## src/rtl/video_mode_mon_pkg.sv

```systemverilog
// Shared types and constants for the ISL51002 input-mode monitor.
// The pixel-count tolerance match is enabled by VIDEO_MODE_MON_PCNT_CHECK_EN.
package video_mode_mon_pkg;

  typedef enum logic [1:0] {
    ST_IDLE    = 2'd0,
    ST_NOSYNC  = 2'd1,
    ST_ACQUIRE = 2'd2,
    ST_STABLE  = 2'd3
  } mon_state_t;

  localparam int VTOTAL_W     = 11;
  localparam int PCNT_W       = 20;
  localparam int SAMPLE_DELAY = 4;
  localparam int DELAY_W      = 3;
  localparam int MATCH_W      = 4;

  // Both counts are widened by one bit so the difference cannot wrap.
  function automatic logic pcnt_in_tol(input logic [PCNT_W-1:0] meas,
                                       input logic [PCNT_W-1:0] ref_val,
                                       input int                tol);
    logic signed [PCNT_W:0] diff;
    logic signed [PCNT_W:0] mag;
    diff = $signed({1'b0, meas}) - $signed({1'b0, ref_val});
    mag  = (diff < 0) ? -diff : diff;
    return (mag <= (PCNT_W+1)'(tol));
  endfunction

endpackage

```

## src/rtl/video_mode_monitor_frame_edge_sampler.sv

```systemverilog
// VSYNC rising-edge detector plus the delayed sample strobe that tells the
// monitor when the frontend frame measurements have settled.
module frame_edge_sampler
  import video_mode_mon_pkg::*;
(
  input  logic clk27,
  input  logic reset_n,
  input  logic i_enable,
  input  logic i_vsync,
  output logic o_edge,
  output logic o_strobe
);

  logic               r_vsPrev;
  logic               r_pending;
  logic [DELAY_W-1:0] r_delayCnt;
  logic               r_strobe;
  logic               w_edge;

  assign w_edge = i_vsync & ~r_vsPrev;

  // A fresh edge while a sample is pending restarts the delay from one.
  always_ff @(posedge clk27) begin
    if (!reset_n) begin
      r_vsPrev   <= 1'b0;
      r_pending  <= 1'b0;
      r_delayCnt <= '0;
      r_strobe   <= 1'b0;
    end else begin
      r_vsPrev <= i_vsync;
      r_strobe <= 1'b0;
      if (!i_enable) begin
        r_pending  <= 1'b0;
        r_delayCnt <= '0;
      end else if (w_edge) begin
        r_pending  <= 1'b1;
        r_delayCnt <= DELAY_W'(1);
      end else if (r_pending) begin
        if (r_delayCnt == DELAY_W'(SAMPLE_DELAY - 1)) begin
          r_strobe   <= 1'b1;
          r_pending  <= 1'b0;
          r_delayCnt <= '0;
        end else begin
          r_delayCnt <= r_delayCnt + DELAY_W'(1);
        end
      end
    end
  end

  assign o_edge   = w_edge;
  assign o_strobe = r_strobe;

endmodule

```

## src/rtl/video_mode_monitor.sv

```systemverilog
// Input-mode supervisor: locks onto a stable frame format, mutes output while
// unlocked and raises a sticky IRQ on lock/unlock. Macro: VIDEO_MODE_MON_PCNT_CHECK_EN.
module video_mode_monitor
  import video_mode_mon_pkg::*;
#(
  parameter int TIMEOUT_CYC   = 2700000,
  parameter int STABLE_FRAMES = 3,
  parameter int PCNT_TOL      = 4
) (
  input  logic                clk27,
  input  logic                reset_n,
  input  logic                enable_i,
  input  logic                vsync_i,
  input  logic [VTOTAL_W-1:0] vtotal_i,
  input  logic                interlace_i,
  input  logic [PCNT_W-1:0]   pcnt_frame_i,
  input  logic                irq_ack_i,
  output logic                sync_active_o,
  output logic                mode_stable_o,
  output logic                output_mute_o,
  output logic                irq_o,
  output logic [7:0]          change_cnt_o,
  output logic [VTOTAL_W-1:0] ref_vtotal_o,
  output logic                ref_interlace_o,
  output logic [PCNT_W-1:0]   ref_pcnt_o
);

  localparam int TO_W = (TIMEOUT_CYC > 1) ? $clog2(TIMEOUT_CYC) : 1;

`ifdef VIDEO_MODE_MON_PCNT_CHECK_EN
  localparam bit PCNT_CHECK = 1'b1;
`else
  localparam bit PCNT_CHECK = 1'b0;
`endif

  mon_state_t          r_state;
  logic [MATCH_W-1:0]  r_matchCnt;
  logic [TO_W-1:0]     r_toCnt;
  logic [VTOTAL_W-1:0] r_refVtotal;
  logic                r_refInterlace;
  logic [PCNT_W-1:0]   r_refPcnt;
  logic                r_irq;
  logic [7:0]          r_changeCnt;
  logic                r_mute;
  logic                r_modeStable;
  logic                r_syncActive;

  logic                w_edge;
  logic                w_strobe;
  logic                w_timeout;
  logic                w_pcntOk;
  logic                w_match;
  logic [MATCH_W-1:0]  w_matchNext;

  frame_edge_sampler u_sampler (
    .clk27    (clk27),
    .reset_n  (reset_n),
    .i_enable (enable_i),
    .i_vsync  (vsync_i),
    .o_edge   (w_edge),
    .o_strobe (w_strobe)
  );

  assign w_pcntOk    = !PCNT_CHECK || pcnt_in_tol(pcnt_frame_i, r_refPcnt, PCNT_TOL);
  assign w_match     = (vtotal_i == r_refVtotal) && (interlace_i == r_refInterlace) && w_pcntOk;
  assign w_matchNext = r_matchCnt + MATCH_W'(1);
  assign w_timeout   = (r_toCnt == TO_W'(TIMEOUT_CYC - 1));

  // Cycles since the last frame edge, holding once the timeout is reached.
  always_ff @(posedge clk27) begin
    if (!reset_n) begin
      r_toCnt <= '0;
    end else if (!enable_i || w_edge) begin
      r_toCnt <= '0;
    end else if (!w_timeout) begin
      r_toCnt <= r_toCnt + TO_W'(1);
    end
  end

  // Timeout is checked before the strobe in every state so it takes priority.
  // The IRQ clear sits first so a same-cycle lock/unlock set overrides it.
  always_ff @(posedge clk27) begin
    if (!reset_n) begin
      r_state        <= ST_IDLE;
      r_matchCnt     <= '0;
      r_refVtotal    <= '0;
      r_refInterlace <= 1'b0;
      r_refPcnt      <= '0;
      r_irq          <= 1'b0;
      r_changeCnt    <= '0;
      r_mute         <= 1'b1;
      r_modeStable   <= 1'b0;
      r_syncActive   <= 1'b0;
    end else begin
      r_syncActive <= enable_i & ~w_timeout;
      if (irq_ack_i) begin
        r_irq <= 1'b0;
      end
      if (!enable_i) begin
        r_state      <= ST_IDLE;
        r_matchCnt   <= '0;
        r_mute       <= 1'b1;
        r_modeStable <= 1'b0;
      end else begin
        case (r_state)
          ST_IDLE: begin
            r_state <= ST_NOSYNC;
          end
          ST_NOSYNC: begin
            if (!w_timeout && w_strobe) begin
              r_refVtotal    <= vtotal_i;
              r_refInterlace <= interlace_i;
              r_refPcnt      <= pcnt_frame_i;
              r_matchCnt     <= '0;
              r_state        <= ST_ACQUIRE;
            end
          end
          ST_ACQUIRE: begin
            if (w_timeout) begin
              r_state <= ST_NOSYNC;
            end else if (w_strobe) begin
              if (w_match) begin
                r_matchCnt <= w_matchNext;
                if (w_matchNext == MATCH_W'(STABLE_FRAMES)) begin
                  r_state      <= ST_STABLE;
                  r_mute       <= 1'b0;
                  r_modeStable <= 1'b1;
                  r_irq        <= 1'b1;
                  r_changeCnt  <= r_changeCnt + 8'd1;
                end
              end else begin
                r_refVtotal    <= vtotal_i;
                r_refInterlace <= interlace_i;
                r_refPcnt      <= pcnt_frame_i;
                r_matchCnt     <= '0;
              end
            end
          end
          ST_STABLE: begin
            if (w_timeout) begin
              r_state      <= ST_NOSYNC;
              r_mute       <= 1'b1;
              r_modeStable <= 1'b0;
              r_irq        <= 1'b1;
              r_changeCnt  <= r_changeCnt + 8'd1;
            end else if (w_strobe && !w_match) begin
              r_refVtotal    <= vtotal_i;
              r_refInterlace <= interlace_i;
              r_refPcnt      <= pcnt_frame_i;
              r_matchCnt     <= '0;
              r_state        <= ST_ACQUIRE;
              r_mute         <= 1'b1;
              r_modeStable   <= 1'b0;
              r_irq          <= 1'b1;
              r_changeCnt    <= r_changeCnt + 8'd1;
            end
          end
          default: begin
            r_state <= ST_IDLE;
          end
        endcase
      end
    end
  end

  assign sync_active_o   = r_syncActive;
  assign mode_stable_o   = r_modeStable;
  assign output_mute_o   = r_mute;
  assign irq_o           = r_irq;
  assign change_cnt_o    = r_changeCnt;
  assign ref_vtotal_o    = r_refVtotal;
  assign ref_interlace_o = r_refInterlace;
  assign ref_pcnt_o      = r_refPcnt;

endmodule

```

## config.mk

```make
export PLATFORM = sky130hd
export DESIGN_NAME = video_mode_monitor
export DESIGN_NICKNAME = d
export VERILOG_FILES = /design/src/rtl/video_mode_mon_pkg.sv /design/src/rtl/video_mode_monitor_frame_edge_sampler.sv /design/src/rtl/video_mode_monitor.sv
export SDC_FILE = /design/constraint.sdc
export NUM_CORES = 1
export LEC_CHECK = 0
export ABC_CLOCK_PERIOD_IN_PS = 2300
export CAP_MARGIN = 20
export CORE_UTILIZATION = 47
export CTS_BUF_LIST = sky130_fd_sc_hd__clkbuf_2 sky130_fd_sc_hd__clkbuf_4 sky130_fd_sc_hd__clkbuf_8
export DETAILED_ROUTE_END_ITERATION = 12
export PLACE_DENSITY_LB_ADDON = 0.12
export SETUP_SLACK_MARGIN = 0.15
export SYNTH_ARGS = -nofsm -noshare
export SYNTH_HDL_FRONTEND = slang
export SYNTH_HIERARCHICAL = 1
export SYNTH_SLANG_ARGS = --single-unit
```

## constraint.sdc

```tcl
create_clock -name clk27 -period 2.3 [get_ports clk27]
set_clock_uncertainty 0.05 [all_clocks]
set_input_delay 0.46 -clock clk27 [delete_from_list [all_inputs] [get_ports clk27]]
set_output_delay 0.46 -clock clk27 [all_outputs]
set_load 0.05 [all_outputs]
```

After elaboration in Yosys (flattened, before gate mapping)
Index checks and enable logic that the tools add are counted.
W data, S select, Z words.
- output and inout bits: 44
- word-level logic and storage cells: 140
- register bits after elaboration: 78
- add/subtract/negate cells: 4
- equality and inequality tests: 20
- bitwise operators: 7
- reductions and logical operators: 20
- muxes and demuxes: 73
- operator list (cell ; count):
    $mux W20 ; 6
    $mux W11 ; 6
    $pmux W20 S3 ; 1
    $mux W8 ; 6
    $pmux W11 S3 ; 1
    $mux W1 ; 32
    $mux W4 ; 6
    $add A22 B1 Y22 const B ; 1
    $eq A22 B22 Y1 const B ; 1
    $pmux W8 S2 ; 1
    $mux W2 ; 7
    $ne A2 B2 Y1 const B ; 7
    $pmux W4 S3 ; 1
    $reduce_and A6 Y1 ; 2
    $eq A11 B11 Y1 ; 1
    $ne A3 B3 Y1 const B ; 3
    $add A8 B1 Y8 const B ; 1
    $pmux W2 S4 ; 1
    $reduce_and A8 Y1 ; 1
    $reduce_and A7 Y1 ; 1
    $pmux W1 S2 ; 3
    $not A1 Y1 ; 5
    $reduce_and A5 Y1 ; 1
    $add A4 B1 Y4 const B ; 1
    21 further kinds ; 28

Logic depth before layout (Yosys ltp)
Gate-level depths: netlist of run 1.
- word-level depth: 8
- mapped depth: 8

By module
The synthesis of run 1 kept the hierarchy.
- modules (own cells, without submodules) (module ; times used ; area an instance (um2) ; cells each ; sequential area each (um2)):
    video_mode_monitor ; 1 ; 3310.7 ; 393 ; 1441.4
    frame_edge_sampler ; 1 ; 235.2 ; 24 ; 120.1

Worst setup path before layout of run 1
OpenSTA, ideal clock, no wires.
- path type: reg2reg
- from: register r_refVtotal[4] (netlist: ref_vtotal_o[4])
- to: register r_changeCnt[4] (netlist: change_cnt_o[4])
- path buffers: 0
- period minus slack after synthesis: 2437 ps
- arrival time: 2315 ps
- slack: -137 ps
- stages on the path, launching flop included: 7
- cell sequence: dfxtp_1 xor2_1 nor4_4 and3_1 or4b_4 a211oi_2 mux2i_1
- longest elaborated chain between the ends: 6
- elaborated cells on any way between the ends: 7
- RTL lines (element ; RTL line ; RTL):
    start, declared ; video_mode_monitor.sv:39 ; logic [VTOTAL_W-1:0] r_refVtotal;
    start signal, assigned ; video_mode_monitor.sv:111 ; r_refVtotal <= vtotal_i;
    start signal, assigned ; video_mode_monitor.sv:132 ; r_refVtotal <= vtotal_i;
    start signal, assigned ; video_mode_monitor.sv:147 ; r_refVtotal <= vtotal_i;
    $eq A11 B11 Y1 (*) ; video_mode_monitor.sv:65 ; assign w_match = (vtotal_i == r_refVtotal) && (interlace_i == r_refInterlace) && w_pcntOk;
    $logic_and A1 B1 Y1 (*) ; video_mode_monitor.sv:65 ;
    $logic_not A1 Y1 ; video_mode_monitor.sv:146 ; end else if (w_strobe && !w_match) begin
    $logic_and A1 B1 Y1 ; video_mode_monitor.sv:146 ;
    $ne A3 B3 Y1 (no line) ; -- ;
    $reduce_and A7 Y1 (no line) (*) ; -- ;
    end signal, assigned ; video_mode_monitor.sv:129 ; r_changeCnt <= r_changeCnt + 8'd1;
    end signal, assigned ; video_mode_monitor.sv:145 ; r_changeCnt <= r_changeCnt + 8'd1;
    end signal, assigned ; video_mode_monitor.sv:155 ; r_changeCnt <= r_changeCnt + 8'd1;
    end, declared ; video_mode_monitor.sv:43 ; logic [7:0] r_changeCnt;
Mark *: on every way between the ends. The rest lies on a longest branch, timed or not.
A chain may end at the register's enable or synchronous reset.

Final worst setup path of run 1
- from: register r_refVtotal[8] (netlist: ref_vtotal_o[8])
- to: register r_changeCnt[4] (netlist: change_cnt_o[4])
The elaborated chain is that of the path after synthesis.

==> run summary, run 1 <==
Headroom to the max-slew limit: 0.639
CTS sink cnt: 78
Syn-to-layout area delta: 43.2%
Largest net degree at the start of global routing: 84
Drt wl/cell: 14.2 µm
Buffers on Ports: 80
Initial Util: 0.486
Async SR Flop Fraction: 0
Outcome: finished clean
Clk_lat worst skew: 0.35 ns
Via count: 3,268
Critical path capture point type: flop
Max-slew violation count: 0
Vias in the first global route: 2,958
Sequential fraction of the synthesis area: 0.440
Final instance area: 5080 µm²
RSZ-0062 raised after global routing: true
Synth area leader: dfxtp_1
Final Hold Violating Endpoints: 0
Min-delay worst type: in2reg
Clock transition at the registers of the reported paths: 0.08 ns
Post-DP Area: 4670 µm²
Max H-tree Level: 3
CP Max Fanout: 4
Fmax: 464 MHz
Worst VDD drop: 0.343 mV
Post-synth EDFFs: 0
Post-DRT Antenna Nets: 0
Crit Path Class: reg2reg
Period utilisation layout: 0.937
Synth Flop Type: dfxtp_1
Syn Area/Cell: 8.50 µm²
P_leak: 1.85 nW
Yosys top cell area share: 0.440
Die area: 7900 µm²
Startpoint type of the worst setup path: flop
# rows: 31
Post-DP HPWL: 5.81 mm
Crit-path cells: xor2_2 > nor4_4 > and3_4 > or4b_4 > a211oi_4 > mux2i_1
Post-synthesis mux area share: 0.0254
Synth top area cells: dfxtp_1 44%, nand2_1 6.5%, xor2_1 6.4%
Final setup viols: 0
Reg2Reg Setup Slack: 0.15 ns
Die X: 88.9 µm
Post-synthesis adder-cell area fraction: 0.0176
Die Y: 88.9 µm
Overall fraction of global-route tracks in use: 0.223
Routability cong.: 0.786
Max Cap Viol: 0
TritonCTS clock tree: done
NumNets Final: 561
Final Util: 0.696
Global-route wire length before repair: 13.5 mm
Layout cells sized above 1: 0.185
Fin cells: 623
P per Cell Area: 469 nW/µm²
CTS Buf Count: 9
Crit path arrival time: 2.38 ns
Post-Synth XOR/XNOR Area: 0.0741
Post-Synthesis Cells: 417
Tightest Pin Transition: 0.540 ns
Total grt overflow: 0
Synth Cell Area: 3550 µm²
Synth Area in Compound Gates: 0.109
Yosys cell types: 48
Syn_nets: 459
DRC viols: 0
Largest family of logic cells by synthesized area: simple AND/OR/NAND/NOR gates
Detailed Route Iter0 Violations: 127
Core Region: 7290 µm²
Top Ports: 81
Synth Area in Simple Gates: 0.306
YS warnings: 6
WL final: 8.86 mm
CTS Root Cell: clkbuf_8
CTS Buffer Depth: 2
Initial antenna violation count: 0
Most instantiated cells after synthesis: 78 x dfxtp_1, 61 x nand2_1, 43 x nand3_1
Most common cell in the netlist: dfxtp_1
Worst Path Required: 2.53 ns
DR vias/cell: 5.25
Worst path slowest cell: or4b_4
Placed Instances: 597
DR pass1 iterations: 5
CP max stage delay: 0.51 ns
Clock period minus worst slack: 2.15 ns
Synthesized flop and latch total: 78
Diodes inserted: 0
## layer usage
layer / global-route usage / wire [µm] / part of all wire / vias up
li1: - / - / - / 1659
met1: 0.287 / 4130 / 0.47 / 1527
met2: 0.345 / 4140 / 0.47 / 76
met3: 0.0942 / 517 / 0.058 / 6
met4: 0.0572 / 76 / 0.0086 / 0
met5: 0 / 0 / 0 / -
## worst paths after layout
path,start,cells after the start,endpoint
max,ref_vtotal_o[8],6,change_cnt_o[4]
min,vtotal_i[10],3,ref_vtotal_o[10]
max reg2reg,ref_vtotal_o[8],6,change_cnt_o[4]
min reg2reg,u_sampler/r_delayCnt[2],2,u_sampler/r_delayCnt[2]
## cells by family after synthesis
group | count (synthesis)
buf+inv | 25
mux | 9
fa+ha+maj | 5
flops | 78
xor+xnor | 30
simple gates | 202
compound gates | 68
## flip-flops by register name, summed over array words and instances, names as in the netlist, 2 cells and up
register and cells:
u_sampler/r_delayCnt 3, r_state 2, r_matchCnt 4, r_toCnt 22, ref_pcnt_o 20, change_cnt_o 8, ref_vtotal_o 11
## cell usage in the layout (no fill, tap or decap), drive strengths merged, types with 2 or more instances in the layout
cell type and count:
dfxtp 78, clkdlybuf4s50 62, nand2 61, nand3 44
o21ai 37, buf 31, nor2 28, xor2 26
a21oi 16, dlygate4sd2 12, clkbuf 12, nand4 9
mux2i 9, nand2b 9, nor3 8, and3 6
nor4 6, inv 5, and4 5, ha 5
clkinv 5, and2 4, xnor2 4, or3 4
nor4b 4, a31oi 3, nor2b 3, o21a 3
dlymetal6s2s 3, nor4bb 2, nor3b 2, or4b 2
o22ai 2
## where the power goes
part	internal, mW	switching (mW)
Combinational	0.0831	0.0814
Clock	0.389	0.475
Sequential	1.34	0.00637
Total	1.82	0.563
## worst max-delay path, delay by kind of cell (launching register included)
| family | cells | cell delay, ns |
|---|---|---|
| flip-flops | 1 | 0.36 |
| AND/OR/NAND/NOR | 3 | 1.07 |
| multiplexers | 1 | 0.19 |
| XOR/XNOR | 1 | 0.18 |
| AO/OA/AOI/OAI | 1 | 0.23 |
## metrics by stage
stage                     power (mW)  setup TNS, ns  hold WS, ns  setup slack [ns]
after floorplan                 1.46              0        0.362             0.127
after global placement          1.54          -9.56        0.378            -0.411
after detailed placement        1.55         -13.17        0.390            -0.486
after CTS                       2.40              0        0.400             0.104
after global routing            2.48              0        0.390            0.0503
final                           2.38              0        0.369             0.146
## what timing repair did
item / 4_1_cts / 5_1_grt
setup buffers: 5 / 2
gates cloned: 0 / 3
gates resized for setup: 27 / 26
hold buffers: 0 / 0
hold endpoints to repair: 0 / 0
pin swaps: 10 / 12
endpoints found under the setup margin: 46 / 47
## area by class of cell
class | instances | area, µm²
multi-input combinational | 314 | 2090
fill | 613 | 2220
timing repair buffer | 111 | 1080
sequential | 78 | 1610
clock buffer | 10 | 131
clock inverter | 6 | 28.8
inverter | 5 | 18.8
tap | 99 | 124
(Power assumes the default switching activity.)
==> run 2, diff against run 1 <==
--- a/config.mk
+++ b/config.mk
@@ -7,6 +7,7 @@
 export LEC_CHECK = 0
 export ABC_CLOCK_PERIOD_IN_PS = 2300
 export CAP_MARGIN = 20
+export CORE_MARGIN = 10
 export CORE_UTILIZATION = 47
 export CTS_BUF_LIST = sky130_fd_sc_hd__clkbuf_2 sky130_fd_sc_hd__clkbuf_4 sky130_fd_sc_hd__clkbuf_8
 export DETAILED_ROUTE_END_ITERATION = 12
==> run 2 against run 1 <==
  * Die area rose by 45%
  * Maximum frequency shrank 1.3%
  * Hold slack improved by 0.021 ns
  * Combinational power hardly changed
  * Power increased by 1.3%
  * Design area down 0.47%
  * Via count is 1.3% lower
  * Flip-flop and latch count stayed put
  * Critical path type unchanged
==> run summary, run 2 (synthesis gave the netlist of run 1 again) <==
Outcome: finished clean (unchanged)
Global-route wire length before repair: 14.7 mm (was 13.5 mm)
Max-slew violation count: 0 (unchanged)
Die area: 11,400 µm² (was 7900 µm²)
WL final: 9.30 mm (was 8.86 mm)
Post-DRT Antenna Nets: 0 (unchanged)
DRC viols: 0 (unchanged)
Clock transition at the registers of the reported paths: 0.07 ns (was 0.08 ns)
Layout cells sized above 1: 0.180 (was 0.185)
Core Region: 7290 µm² (unchanged)
Clock period minus worst slack: 2.18 ns (was 2.15 ns)
Dpl ws: -0.454 ns (was -0.486 ns)
Met3 Use GR: 0.0749 (was 0.0942)
Die X: 107 µm (was 88.9 µm)
Power Internal: 1.87 mW (was 1.82 mW)
# rows: 31 (unchanged)
Comb pwr share: 0.068 (was 0.069)
Worst hold-check slack: 0.390 ns (was 0.369 ns)
Post-DP HPWL: 6.47 mm (was 5.81 mm)
CP Capture Point: change_cnt_o[4] (unchanged)
Worst R2R Start: r_toCnt[14] (was ref_vtotal_o[8])
Final Hold Violating Endpoints: 0 (unchanged)
Worst Path Required: 2.51 ns (was 2.53 ns)
CP Max Fanout: 7 (was 4)
Clock share of power: 0.372 (was 0.363)
Routability cong.: 0.788 (was 0.786)
RSZ-0062 raised after global routing: true (unchanged)
Depth of the most critical reg-to-reg path: 7 (was 6)
Startpoint type of the worst setup path: flop (unchanged)
Final TNS setup: 0 ns (unchanged)
Clk_lat worst skew: 0.34 ns (was 0.35 ns)
Drt wl/cell: 14.9 µm (was 14.2 µm)
Crit Reg-Reg Endpoint: change_cnt_o[4] (unchanged)
DR vias/cell: 5.16 (was 5.25)
Buffers on Ports: 80 (unchanged)
CTS Root Cell: clkbuf_8 (unchanged)
Setup WS post-layout: 0.117 ns (was 0.146 ns)
Grt met1 use: 0.191 (was 0.287)
Post-DP Area: 4670 µm² (about the same)
Final setup viols: 0 (unchanged)
P per Cell Area: 477 nW/µm² (was 469 nW/µm²)
P_leak: 1.85 nW (about the same)
Total grt overflow: 0 (unchanged)
Crit Path Class: reg2reg (unchanged)
Top Ports: 81 (unchanged)
NumNets Final: 562 (was 561)
Worst VDD drop: 0.328 mV (was 0.343 mV)
Final-layout fill cell count: 605 (was 613)
Crit path from: r_toCnt[14] (was ref_vtotal_o[8])
Die Y: 107 µm (was 88.9 µm)
Hold Path Depth: 3 (unchanged)
Via count: 3,225 (was 3,268)
TritonCTS clock tree: done (unchanged)
Largest Register: r_toCnt (unchanged)
Overall fraction of global-route tracks in use: 0.156 (was 0.223)
Largest net degree at the start of global routing: 84 (unchanged)
Crit path arrival time: 2.39 ns (was 2.38 ns)
Max H-tree Level: 3 (unchanged)
CTS Buffer Depth: 2 (unchanged)
Vias in the first global route: 3,029 (was 2,958)
Net Sw Frac: 0.222 (was 0.237)
Min-delay worst type: in2reg (unchanged)
Max FFs per register: 22 (unchanged)
Fmax: 458 MHz (was 464 MHz)
Initial antenna violation count: 3 (was 0)
Max Cap Viol: 0 (unchanged)
GR peak layer: met2 (unchanged)
Psw: 536 µW (was 563 µW)
Syn-to-layout area delta: 42.5% (was 43.2%)
Tightest Pin Transition: 0.563 ns (was 0.540 ns)
Initial Util: 0.486 (unchanged)
Number of hold buffers added after cts: 0 (unchanged)
Critical path capture point type: flop (unchanged)
Most frequent cells in the layout: 63 x dfxtp_1, 63 x clkdlybuf4s50_1, 61 x nand2_1 (was 62 x clkdlybuf4s50_1, 60 x nand2_1, 60 x dfxtp_1)
Headroom to the max-slew limit: 0.623 (was 0.639)
Met2 Use GR: 0.235 (was 0.345)
Reg2Reg Setup Slack: 0.12 ns (was 0.15 ns)
Period utilisation layout: 0.949 (was 0.937)
Seq pwr share: 0.560 (was 0.568)
Final instance area: 5050 µm² (was 5080 µm²)
CTS Buf Count: 9 (unchanged)
CTS sink cnt: 78 (unchanged)
Detailed Route Iter0 Violations: 223 (was 127)
DR pass1 iterations: 4 (was 5)
[run 2: critical path, cell delays in order (launching register included)]
cell	delay, ns
dfxtp_4	0.36
or4b_4	0.53
nor4b_4	0.22
and4_1	0.24
o21ai_1	0.08
buf_4	0.19
a211oi_2	0.24
mux2i_1	0.20
[run 2: area by class of cell]
class	count	area (µm²)	area share
antenna	3	7.51	0.00149
clock buffer	12	159	0.0315
clock inverter	2	10.0	0.00198
inverter	5	18.8	0.00371
multi-input combinational	314	2050	0.406
sequential	78	1610	0.318
tap	99	124	0.0245
timing repair buffer	112	1070	0.213
[run 2: repair_timing]
action / in CTS / in global routing
cloned: 0 / 3
buffers inserted: 5 / 2
resized for setup: 28 / 11
setup endpoints to repair: 36 / 45
pin swaps: 9 / 8
[run 2: per-layer routing]
metal	routed length (µm)	vias up
met1	4050	1479
met2	4280	80
met4	100	0
met3	863	6
li1	-	1660
met5	0	-
[run 2: how the worst min path moves through the flow]
stage	slack, ns	from	end
4_1_cts	0.41	u_sampler/r_delayCnt[2]	u_sampler/r_delayCnt[2]
3_3_place_gp	0.38	u_sampler/r_delayCnt[2]	u_sampler/r_delayCnt[2]
6_report	0.39	vtotal_i[1]	ref_vtotal_o[1]
5_1_grt	0.40	vtotal_i[1]	ref_vtotal_o[1]
3_5_place_dp	0.40	u_sampler/r_delayCnt[2]	u_sampler/r_delayCnt[2]
2_1_floorplan	0.36	u_sampler/r_delayCnt[2]	u_sampler/o_strobe
[run 2: power groups by stage]
stage	sequential [mW]	clock (mW)	combinational, mW
floorplan	1.38	0	0.0734
global placement	1.38	0	0.161
detailed placement	1.38	0	0.165
CTS	1.35	0.929	0.164
global route	1.35	0.993	0.179
finish	1.35	0.898	0.163
[run 2: per-stage QoR]
stage | util | std cells | power (mW)
after global placement | 0.641 | 598 | 1.54
after detailed placement | 0.641 | 598 | 1.55
after global routing | 0.693 | 625 | 2.52
final | 0.693 | 625 | 2.41
after CTS | 0.679 | 617 | 2.44
after floorplan | - | 417 | 1.46
==> run 3, diff against run 2 <==
--- a/config.mk
+++ b/config.mk
@@ -11,6 +11,8 @@
 export CORE_UTILIZATION = 47
 export CTS_BUF_LIST = sky130_fd_sc_hd__clkbuf_2 sky130_fd_sc_hd__clkbuf_4 sky130_fd_sc_hd__clkbuf_8
 export DETAILED_ROUTE_END_ITERATION = 12
+export GPL_TIMING_DRIVEN = 0
+export HOLD_SLACK_MARGIN = 0.1
 export PLACE_DENSITY_LB_ADDON = 0.12
 export SETUP_SLACK_MARGIN = 0.15
 export SYNTH_ARGS = -nofsm -noshare
==> run 3 against run 2 <==
  * Sequential share of layout area is 0.21 points higher
  * Critical path depth is 1 lower
  * Maximum frequency is 2.4% lower
  * Global-route usage is 1.5 points higher
  * Via count is 2.2% higher
  * Combinational power is 7% higher
  * Sequential power hardly changed
  * Wire length is 2.6% higher
==> run summary, run 3 (synthesis gave the netlist of run 1 again) <==
Final Util: 0.687 (was 0.693)
Post-DP HPWL: 6.89 mm (was 6.47 mm)
Overall fraction of global-route tracks in use: 0.171 (was 0.156)
P_leak: 1.85 nW (about the same)
Post-DP Area: 4570 µm² (was 4670 µm²)
Number of hold buffers added after cts: 0 (unchanged)
Core Region: 7290 µm² (unchanged)
Top Ports: 81 (unchanged)
Clock period minus worst slack: 2.24 ns (was 2.18 ns)
CTS sink cnt: 78 (unchanged)
Crit Reg-Reg Endpoint: change_cnt_o[4] (unchanged)
Final-layout fill cell count: 625 (was 605)
Fmax: 447 MHz (was 458 MHz)
Most frequent cells in the layout: 63 x dfxtp_1, 62 x clkdlybuf4s50_1, 59 x nand2_1 (was 63 x dfxtp_1, 63 x clkdlybuf4s50_1, 61 x nand2_1)
Clk_lat worst skew: 0.35 ns (was 0.34 ns)
Max-slew violation count: 0 (unchanged)
Total grt overflow: 0 (unchanged)
Largest Register: r_toCnt (unchanged)
DR pass1 iterations: 4 (unchanged)
Reg2Reg Setup Slack: 0.06 ns (was 0.12 ns)
Largest net degree at the start of global routing: 14 (was 84)
CTS Buf Count: 9 (unchanged)
Worst Path Required: 2.52 ns (was 2.51 ns)
Die X: 107 µm (unchanged)
Initial Util: 0.486 (unchanged)
Dpl ws: -0.926 ns (was -0.454 ns)
Clock transition at the registers of the reported paths: 0.08 ns (was 0.07 ns)
Hold Path Depth: 3 (unchanged)
CTS Buffer Depth: 2 (unchanged)
DRC viols: 0 (unchanged)
Placed Instances: 596 (was 598)
Final instance area: 5010 µm² (was 5050 µm²)
# rows: 31 (unchanged)
Final setup viols: 0 (unchanged)
Global-route wire length before repair: 16.2 mm (was 14.7 mm)
Crit path arrival time: 2.46 ns (was 2.39 ns)
Commonest non-fill, non-tap cell in the layout: dfxtp_1
Setup WS post-layout: 0.0625 ns (was 0.117 ns)
Syn-to-layout area delta: 41.3% (was 42.5%)
Worst VDD drop: 0.305 mV (was 0.328 mV)
Initial antenna violation count: 2 (was 3)
Max H-tree Level: 3 (unchanged)
TritonCTS clock tree: done (unchanged)
Startpoint type of the worst setup path: flop (unchanged)
Hold EP: ref_vtotal_o[0] (was ref_vtotal_o[1])
Outcome: finished clean (unchanged)
Depth of the most critical reg-to-reg path: 6 (was 7)
Vias in the first global route: 3,352 (was 3,029)
Worst R2R Start: ref_vtotal_o[10] (was r_toCnt[14])
CP Max Fanout: 4 (was 7)
Routability cong.: 0.795 (was 0.788)
Layout cells sized above 1: 0.180 (unchanged)
DR vias/cell: 5.28 (was 5.16)
Crit path from: ref_vtotal_o[10] (was r_toCnt[14])
Headroom to the max-slew limit: 0.623 (about the same)
Crit Path Class: reg2reg (unchanged)
Post-DRT Antenna Nets: 0 (unchanged)
Die area: 11,400 µm² (unchanged)
Min-delay worst type: in2reg (unchanged)
P per Cell Area: 483 nW/µm² (was 477 nW/µm²)
Die Y: 107 µm (unchanged)
Tightest Pin Transition: 0.564 ns (was 0.563 ns)
Fin cells: 624 (was 625)
RSZ-0062 raised after global routing: true (unchanged)
Max Cap Viol: 0 (unchanged)
Final Hold Violating Endpoints: 0 (unchanged)
NumNets Final: 561 (was 562)
WL final: 9.54 mm (was 9.30 mm)
CTS Root Cell: clkbuf_8 (unchanged)
Drt wl/cell: 15.3 µm (was 14.9 µm)
Critical path capture point type: flop (unchanged)
Total power: 2.42 mW (was 2.41 mW)
Max FFs per register: 22 (unchanged)
Buffers on Ports: 80 (unchanged)
Min-delay src: vtotal_i[0] (was vtotal_i[1])
Period utilisation layout: 0.973 (was 0.949)
Detailed Route Iter0 Violations: 125 (was 223)
Via count: 3,295 (was 3,225)
run 3: timing repair:
| action | CTS | global route |
|---|---|---|
| resized for setup | 32 | 52 |
| endpoints found under the setup margin | 69 | 66 |
| buffers inserted | 7 | 4 |
| pin swaps | 9 | 8 |
run 3: layout make-up:
type                    count  area, µm²  area share
multi-input cells         314       2110       0.422
well taps                  99        124      0.0247
plain buffers              20        105      0.0210
flip-flops and latches     78       1600       0.320
clock buffers              11        145      0.0290
repair buffers             91        873       0.174
diodes                      2       5.00    0.000999
inverters                   5       18.8     0.00375
clock inverters             4       23.8     0.00474
run 3: worst max-delay path by stage:
stage               depth (start not counted)               to  slack, ns
floorplan                                   6  change_cnt_o[4]       0.13
global route                                7  change_cnt_o[4]      -0.04
finish                                      6  change_cnt_o[4]       0.06
detailed placement                          7  ref_vtotal_o[0]      -0.93
CTS                                         6  change_cnt_o[4]       0.01
global placement                            7  ref_vtotal_o[6]      -0.88
run 3: worst max-delay path: stages, from the launching register on:
cell      delay [ns]
dfxtp_4         0.36
xor2_2          0.18
nor4_4          0.38
and3_4          0.24
or4b_4          0.51
a211oi_4        0.24
mux2i_1         0.19
run 3: per-layer routing:
metal  GRT usage  routed length [µm]
met2       0.275                4500
met4      0.0484                 119
met3      0.0760                 793
met5           0                   0
met1       0.202                4130
run 3: through the flow:
step | TNS, ns | hold WS [ns]
floorplan | 0 | 0.362
global route | -0.0624 | 0.394
finish | 0 | 0.361
global placement | -40.74 | 0.378
detailed placement | -43.22 | 0.379
CTS | 0 | 0.397
run 3: power breakdown:
| part | switching [mW] | total [mW] | internal (mW) |
|---|---|---|---|
| sequential | 0.00376 | 1.35 | 1.34 |
| clock | 0.471 | 0.896 | 0.424 |
| combinational | 0.0925 | 0.175 | 0.0821 |
